$ cat src/rtl/if_fetch_queue.sv
// Instruction prefetch FIFO between IF_Stage and IF_Stage_Reg.
// First-word fall-through head, full flag back-pressures fetch, flush empties it.
module if_fetch_queue #(
    parameter int DEPTH = 4,
    parameter int AW    = 2
) (
    input  logic          clk,
    input  logic          rst,
    input  logic          in_valid,
    input  logic [31:0]   PC_in,
    input  logic [31:0]   Instruction_in,
    input  logic          freeze,
    input  logic          flush,
    output logic          freeze_if,
    output logic          out_valid,
    output logic [31:0]   PC,
    output logic [31:0]   Instruction,
    output logic [AW:0]   level
);

    localparam logic [AW:0] LVL_FULL = DEPTH[AW:0];

    logic [63:0]   r_mem [DEPTH];
    logic [AW-1:0] r_wr_ptr;
    logic [AW-1:0] r_rd_ptr;
    logic [AW:0]   r_level;

    logic          w_push;
    logic          w_pop;
    logic [63:0]   w_head;

    assign freeze_if = (r_level == LVL_FULL);
    assign out_valid = (r_level != '0);
    assign w_push    = in_valid & ~freeze_if;
    assign w_pop     = out_valid & ~freeze;

    assign w_head      = r_mem[r_rd_ptr];
    assign PC          = out_valid ? w_head[63:32] : 32'h0;
    assign Instruction = out_valid ? w_head[31:0]  : 32'h0;
    assign level       = r_level;

    // Storage needs no reset; only entries covered by level are ever observed.
    always_ff @(posedge clk) begin
        if (w_push && !flush)
            r_mem[r_wr_ptr] <= {PC_in, Instruction_in};
    end

    always_ff @(posedge clk or posedge rst) begin
        if (rst) begin
            r_wr_ptr <= '0;
            r_rd_ptr <= '0;
            r_level  <= '0;
        end else if (flush) begin
            r_wr_ptr <= '0;
            r_rd_ptr <= '0;
            r_level  <= '0;
        end else begin
            if (w_push)
                r_wr_ptr <= r_wr_ptr + 1'b1;
            if (w_pop)
                r_rd_ptr <= r_rd_ptr + 1'b1;
            case ({w_push, w_pop})
                2'b10:   r_level <= r_level + 1'b1;
                2'b01:   r_level <= r_level - 1'b1;
                default: r_level <= r_level;
            endcase
        end
    end

endmodule

$ cat config.mk
export PLATFORM = sky130hd
export DESIGN_NAME = if_fetch_queue
export DESIGN_NICKNAME = d
export VERILOG_FILES = /design/src/rtl/if_fetch_queue.sv
export SDC_FILE = /design/constraint.sdc
export NUM_CORES = 1
export LEC_CHECK = 0
export ABC_AREA = 0
export CORE_MARGIN = 2
export CORE_UTILIZATION = 41
export CTS_BUF_LIST = sky130_fd_sc_hd__clkbuf_2 sky130_fd_sc_hd__clkbuf_4 sky130_fd_sc_hd__clkbuf_8
export CTS_CLUSTER_SIZE = 25
export DETAILED_ROUTE_END_ITERATION = 8
export PLACE_DENSITY = 0.68
export SLEW_MARGIN = 20
export SYNTH_ARGS = -nofsm -noshare
export SYNTH_HDL_FRONTEND = slang
export SYNTH_SLANG_ARGS = --single-unit
export TNS_END_PERCENT = 20
$ cat constraint.sdc
create_clock -name clk -period 6.8 [get_ports clk]
set_input_delay 1.36 -clock clk [delete_from_list [all_inputs] [get_ports clk]]
set_output_delay 1.36 -clock clk [all_outputs]
set_load 0.005 [all_outputs]
==> Word-level counts from Yosys, hierarchy flattened <==
Memory sizes are Yosys's and may differ from the RTL's.
Cells that the tools add are included.
{ "totals": {"reg_bits": 7, "ram_bits": 256, "output_inout_bits": 69, "wordCells": 31, "n_memories": 1} }
{ "memory_table": {"columns": ["name", "words", "width", "rd", "rd_clocked_by_memory_dff", "write_ports", "line", "source"], "rows": [
  ["r_mem", 4, 64, 1, 0, 1, "23", "logic [63:0] r_mem [DEPTH];"]
]} }
{ "op_classes": {"n_addsub": 4, "eq_ne": 3, "n_mux": 10, "bitwise": 4, "n_reduce_logical": 6} }
{ "ops": {"columns": ["operator", "count"], "rows": [
  ["$mux W32", 2],
  ["$mux W2", 4],
  ["$pmux W3 S2", 1],
  ["$reduce_bool A3 Y1", 2],
  ["$add A2 B1 Y2 const B", 2],
  ["$reduce_bool A2 Y1", 2],
  ["$add A3 B1 Y3 const B", 1],
  ["$eq A3 B3 Y1 const B", 1],
  ["$mux W3", 1],
  ["$sub A3 B1 Y3 const B", 1],
  ["$and A1 B1 Y1", 2],
  ["$eq A2 B1 Y1 const B", 1],
  ["$eq A2 B2 Y1 const B", 1],
  ["$mux W1", 2],
  ["$not A1 Y1", 2],
  ["$logic_and A1 B1 Y1", 1],
  ["$logic_not A1 Y1", 1]
]} }

==> Logic depth before layout (Yosys ltp) <==
Gate-level depths: netlist (run 1).
{ "depth": {"ltp_word": 6, "depth_mapped": 7} }

==> Worst setup path after synthesis (run 1) <==
OpenSTA, ideal clock, no wires.
{ "synth_path": {"path_kind": "input-to-reg", "startpoint": "in in_valid", "endpoint": "mem r_mem[0][0], enable pin", "setup_ns": 0.429, "t_arrival_ns": 3.537, "required_ns": 6.371, "path_slack_ns": 2.834, "stages": 4, "path_cell_list": "clkbuf_1 > a21bo_2 > nor2_1 > and2_1"} }
{ "synth_between": {"elab_chain_cells": 4} }
{ "synth_rtl": {"columns": ["element", "line", "source"], "rows": [
  ["start, declared", "9", "input logic in_valid,"],
  ["$and A1 B1 Y1", "34", "assign w_push = in_valid & ~freeze_if;"],
  ["$logic_and A1 B1 Y1", "44", "if (w_push && !flush)"],
  ["$mux W1", "44", null],
  ["$mux W1 (not written as such)", "45", "r_mem[r_wr_ptr] <= {PC_in, Instruction_in};"],
  ["end, declared", "23", null]
]} }
No other way between the ends.

==> Final worst setup path (run 1) <==
{ "layout_path": {"startpoint": "reg r_rd_ptr[0]", "endpoint": "out PC[31]"} }
{ "layout_between": {"elab_chain_cells": 2} }
{ "layout_rtl": {"columns": ["element", "line", "source"], "rows": [
  ["start, declared", "25", "logic [AW-1:0] r_rd_ptr;"],
  ["start signal, assigned", "61", "r_rd_ptr <= r_rd_ptr + 1'b1;"],
  ["$mem_v2 Z4 W64", null, null],
  ["$mux W32", "38", "assign PC = out_valid ? w_head[63:32] : 32'h0;"],
  ["end, declared", "16", "output logic [31:0] PC,"]
]} }
No other way between the ends.

==> results of run 1 <==
==> layout by cell type (no fill, tap or decap), types with 2 or more instances in the layout <==
cell	synthesis	routed
nor3_1	3	3
o21ai_0	3	3
clkdlybuf4s50_1	0	137
and2_4	0	4
dfrtp_1	7	5
dfrtp_4	0	2
nor2b_1	3	3
and2_1	70	66
a21oi_1	4	4
xnor2_1	3	3
nand2_1	4	4
clkinv_2	0	11
inv_1	4	3
clkbuf_4	0	11
edfxtp_1	256	256
clkinv_1	0	10
clkbuf_8	0	45
mux4_2	64	64
ha_1	4	4
nor2_1	10	10
==> metrics by stage <==
step / hold WS (ns) / cells
global placement: 0.5573 / 908
finish: 0.6464 / 985
floorplan: 0.5420 / 471
detailed placement: 0.6175 / 908
global route: 0.6513 / 984
CTS: 0.6326 / 984
==> cells in the mapped netlist (3+ instances only) <==
library cell / count
edfxtp_1: 256
and2_1: 70
mux4_2: 64
clkbuf_1: 11
nor2_1: 10
buf_2: 8
dfrtp_1: 7
buf_6: 5
a21oi_1: 4
ha_1: 4
inv_1: 4
nand2_1: 4
nor2b_1: 3
nor3_1: 3
o21ai_0: 3
xnor2_1: 3
==> cell families after synthesis <==
logic type / after synthesis / share of synthesized area [%]
buffers and inverters: 29 / 1.546
adder cells (fa/ha/maj): 5 / 0.6871
AO/OA/AOI/OAI: 13 / 0.8343
flip-flops: 263 / 77.09
AND/OR/NAND/NOR: 93 / 5.349
multiplexers: 65 / 14.23
XOR/XNOR: 3 / 0.2577
==> worst paths after layout <==
path / slack [ns] / depth (start not counted) / end / startpoint
min: 0.65 / 2 / r_wr_ptr[1] / r_wr_ptr[1]
max: 2.13 / 4 / PC[31] / r_rd_ptr[0]
min in group asynchronous: 1.08 / 2 / level[1] / rst
min reg2reg: 0.65 / 2 / r_wr_ptr[1] / r_wr_ptr[1]
max in group asynchronous: 5.46 / 2 / r_rd_ptr[0] / rst
max reg2reg: 4.26 / 4 / r_mem[3][26] / level[0]
==> per-layer routing <==
layer / up-vias / wire length [µm] / global-route usage (%)
met4: 2 / 307 / 4.425
met1: 2612 / 8022 / 18.56
met3: 30 / 1093 / 4.239
li1: 2209 / - / -
met2: 141 / 9603 / 25.80
met5: - / 13 / 0
==> sequential cells by signal, indices dropped and copies added, names as in the netlist <==
register	cells
r_mem	256
r_wr_ptr	2
r_rd_ptr	2
level	3
==> power breakdown <==
group / internal, mW / total (mW) / switching [mW] / leakage (nW)
combinational: 0.409 / 0.665 / 0.256 / 1.17
sequential: 1.85 / 1.92 / 0.0676 / 2.42
clock: 0.672 / 1.24 / 0.567 / 0.429
total: 2.94 / 3.83 / 0.890 / 4.02
==> final cells by class <==
type | count | share of cell area [%]
Timing Repair Buffer | 138 | 10.90
Sequential cell | 263 | 62.21
Antenna cell | 1 | 0.01978
Multi-Input combinational cell | 179 | 17.30
Clock inverter | 20 | 0.6923
Tap cell | 324 | 3.204
Inverter | 4 | 0.1286
Clock buffer | 56 | 5.548
==> critical path, delay by kind of cell, from the launching register on <==
family / cells / cell delay (ns)
AND/OR/NAND/NOR: 1 / 0.18
flip-flops: 1 / 1.00
multiplexers: 1 / 0.58
buffers and inverters: 2 / 1.03
==> reports/qor.txt, run 1 <==
Synth top area cells: edfxtp_1, mux4_2, and2_1
CTS tree: done
Cts hold-fix bufs: 0
GRT Util Overall: 14.96%
Die height: 161.7 µm
Clock Sinks: 263
Largest net degree at the start of global routing: 66
Async SR Flop Fraction: 2.662%
Worst-Margin Slew: 1.031 ns
Final core utilization: 51.87%
Setup bufs post-CTS: 0
Slowest stage delay, CP: 1.00 ns
Tot Pwr: 3.826 mW
Worst min path class: reg -> reg
DRT Wirelength: 19040 µm
Pre-antenna DRT Iters: 4
Syn avg cell area: 21.65 µm²
Worst Setup Start Kind: flop
Setup tns final: 0 ns
Main synth FF type: edfxtp_1
Sequential cell area: 7870 µm²
Grt total ovfl: 0
RD Place Congestion: 0.6802
Lkg Pwr: 4.017 nW
CP Capture Type: primary output
Layout cells sized above 1: 21.21%
RSZ-0062 raised after global routing: false
CP required: 5.44 ns
Num CTS Buffers: 42
Critical Path Slowest Stage Cell: dfrtp_4
Power Dens Cells: 302.5 nW/µm²
Initial antenna violation count: 1
Post-route ant nets: 0
Port Buffer Count: 137
Setup violators final: 0
Post-synth EDFFs: 256
# DRC: 0
Multi-input logic area: 2188 µm²
DIE AREA: 26150 µm²
First-pass GRT wire length: 30040 µm
Pre-CTS setup slack: 2.580 ns
Fill cells: 1935
Hpwl dp: 10520 µm
Total number of vias: 4994
H-tree depth: 2
Initial core utilization: 41.81%
Peak Freq: 214.3 MHz
Distinct cells, synth: 28
Worst-path clk slew: 0.06 ns
Clk Latency, worst-skew pair: 0.53 ns
Post-CTS resize count: 0
Fin crit period: 4.667 ns
Area Overhead vs Synth: 24.05%
CP arrival: 3.31 ns
Final instance area: 12650 µm²
# IOs: 138
Vias in the first global route: 5672
Routed wire per std cell: 19.33 µm
Dpl cell area: 11860 µm²
Final slew viol count: 0
Synth Instances: 471
Clock buffer depth: 3
Fin crit share: 68.63%
Clock root buffer: clkbuf_8
Max-Cap Viols: 0
Vias per inst: 5.070
Crit Path Max Fanout: 43
Die Wd: 161.7 µm
Worst Skew: 0.01921 ns
Yosys reg bits: 263
Slew Limit Headroom: 31.26%
Num rows: 57
Hold Vio Cnt, Final: 0
Ys Warns: 0
CORE AREA: 24390 µm²
Final setup margin: 2.133 ns
Sequential share of the synthesized area: 77.09%
Critical Path, Cell by Cell: buf_4 > mux4_2 > and2_1 > clkdlybuf4s50_1
Syn_nets: 545
Cell Area, Synth: 10200 µm²
First DRT Iteration DRCs: 245
Outcome: complete, no violations
Yosys top cell by area: edfxtp_1
Yosys top cell area share: 75.38%
Worst VDD drop: 150.1 µV
Worst setup path class: reg -> out
Fin nets: 702
Power figures use the tool's default switching activity.
==> run 2, diff against run 1 <==
PLACE_DENSITY = 0.71   (was 0.68)
clock period = 3.7 ns   (was 6.8 ns; I/O delays follow)
==> run 2 against run 1 <==
Effect of this change:
- register-to-register slack got worse by 2.9 ns
- sequential power grew 81%
- worst setup slack got worse by 1.9 ns
- total power grew 84%
- clock skew decreased by 0.0015 ns
- utilization increased by 0.63 points
- flip-flop and latch count unchanged
- critical endpoint is now PC[28]
==> reports/qor.txt, run 2 (synthesis results as in run 1) <==
Outcome: complete, no violations
Clock root buffer: clkbuf_8
Num rows: 57 (unchanged)
Die height: 161.7 µm (unchanged)
Post-CTS resize count: 0 (unchanged)
CORE AREA: 24390 µm² (unchanged)
Port Buffer Count: 137 (unchanged)
Grt total ovfl: 0 (unchanged)
Clock buffer depth: 3 (unchanged)
Initial antenna violation count: 1 (unchanged)
Crit Path Max Fanout: 26 (-40%)
Num CTS Buffers: 42 (unchanged)
# DRC: 0 (unchanged)
# IOs: 138 (unchanged)
Max-Cap Viols: 0 (unchanged)
Fin crit period: 3.422 ns
Slew Limit Headroom: 61.86% (+31 points)
Lkg Pwr: 4.089 nW (+1.8%)
Vias in the first global route: 5525 (-2.6%)
First DRT Iteration DRCs: 240 (-2.0%)
Worst setup path class: reg -> out
Total number of vias: 4970 (-0.48%)
Setup bufs post-CTS: 0 (unchanged)
Sequential cell area: 7870 µm² (unchanged)
Clk Latency, worst-skew pair: 0.53 ns (about the same)
Largest register by flop count: r_mem
Initial core utilization: 41.81% (unchanged)
Worst VDD drop: 216.7 µV (+44%)
Clock Sinks: 263 (unchanged)
H-tree depth: 2 (unchanged)
Critical Path Slowest Stage Cell: dfrtp_4
Hold Vio Cnt, Final: 0 (unchanged)
Pre-antenna DRT Iters: 4 (unchanged)
Diode count: 0 (-1)
CTS tree: done
DRT Wirelength: 19930 µm (+4.7%)
Vias per inst: 5.005 (-1.3%)
CP arrival: 2.68 ns (-0.63 ns)
Final slew viol count: 0 (unchanged)
Fin nets: 716 (+2.0%)
Layout cells sized above 1: 22.12% (+0.91 points)
First-pass GRT wire length: 30750 µm (+2.4%)
WP buf/inv: 2 (unchanged)
Fin crit share: 92.49%
Max reg flops: 256 (unchanged)
Cts hold-fix bufs: 0 (unchanged)
Routed wire per std cell: 20.07 µm (+3.8%)
Commonest non-fill, non-tap cell in the layout: edfxtp_1
Post-route ant nets: 0 (unchanged)
Peak Freq: 292.2 MHz
Worst Setup Start Kind: flop
Worst-path clk slew: 0.06 ns (about the same)
Slowest stage delay, CP: 0.65 ns (-0.35 ns)
DIE AREA: 26150 µm² (unchanged)
Worst-Margin Slew: 0.5721 ns (-0.4590 ns)
Largest net degree at the start of global routing: 38 (-42%)
RD Place Congestion: 0.6877 (+1.1%)
Family with the most delay on the worst path: buffers and inverters
Power Dens Cells: 551.3 nW/µm² (+82%)
Setup tns final: 0 ns (unchanged)
Final hold slack: 0.4631 ns (-0.1833 ns)
RSZ-0062 raised after global routing: false
Fill cells: 1916 (-0.98%)
Critical Path, Cell by Cell: buf_12 > mux4_2 > and2_1 > clkdlybuf4s50_1
Area Overhead vs Synth: 25.54%
Setup violators final: 0 (unchanged)
CP required: 2.96 ns (-2.48 ns)
CP Capture Type: primary output
Die Wd: 161.7 µm (unchanged)
Worst min path class: in -> async
Hpwl dp: 12660 µm (+20%)
GRT Util Overall: 15.55% (+0.58 points)
Multi-input logic area: 2188 µm² (unchanged)
Worst Skew: 0.01773 ns (-0.001477 ns)
Commonest cells after routing, fill and taps aside: edfxtp_1, clkdlybuf4s50_1, and2_1
run 2: changes by cell type in the layout (fill, tap and decap cells not counted):
cell | before | now
buf_4 | 1 | 9
diode_2 | 1 | 0
clkinv_1 | 10 | 11
clkbuf_4 | 11 | 12
inv_2 | 0 | 1
clkinv_2 | 11 | 3
buf_12 | 0 | 6
run 2: final cells by class:
cell class | instances | share of cell area, %
multi-input combinational | 179 | 17.09
inverter | 4 | 0.1173
timing repair buffer | 152 | 12.18
clock inverter | 14 | 0.4398
sequential | 263 | 61.47
tap | 324 | 3.166
clock buffer | 57 | 5.541
run 2: through the flow:
| step | utilization [%] | std cells | instance area [µm²] | power, mW | setup slack, ns |
|---|---|---|---|---|---|
| 4_1_cts | 52.49 | 993 | 12800 | 7.165 | 0.1750 |
| 6_report | 52.49 | 993 | 12800 | 7.059 | 0.2780 |
| 5_1_grt | 52.49 | 993 | 12800 | 7.386 | 0.1034 |
| 3_3_place_gp | 49.35 | 922 | 12040 | 4.873 | 0.7113 |
| 2_1_floorplan | - | 471 | 10200 | 4.206 | 0.3540 |
| 3_5_place_dp | 49.35 | 922 | 12040 | 4.905 | 0.6362 |
run 2: final timing paths:
kind                            slack, ns  depth (start not counted)        start            to
worst max-delay path                 0.28                          4  r_rd_ptr[0]        PC[28]
worst min-delay path                 0.46                          2          rst      level[0]
worst max register to register       1.38                          5     level[0]  r_mem[0][34]
worst min register to register       0.59                          2  r_wr_ptr[1]   r_wr_ptr[1]
max in group asynchronous            2.95                          2          rst   r_rd_ptr[1]
min in group clk                     0.59                          2  r_wr_ptr[1]   r_wr_ptr[1]
run 2: metal layers:
metal | track usage, % | vias to the layer above | part of all wire, % | wire (µm)
met5 | 0 | - | 0.080 | 16
met4 | 4.666 | 2 | 2.0 | 403
met3 | 4.290 | 41 | 6.4 | 1281
met2 | 26.11 | 155 | 50 | 9902
met1 | 19.98 | 2527 | 42 | 8330
li1 | - | 2245 | - | -
run 2: report_power, final:
part | total (mW) | internal [mW] | switching, mW
registers | 3.48 | 3.41 | 0.0777
clock network | 2.25 | 1.23 | 1.02
logic | 1.32 | 0.791 | 0.531
total | 7.06 | 5.43 | 1.63
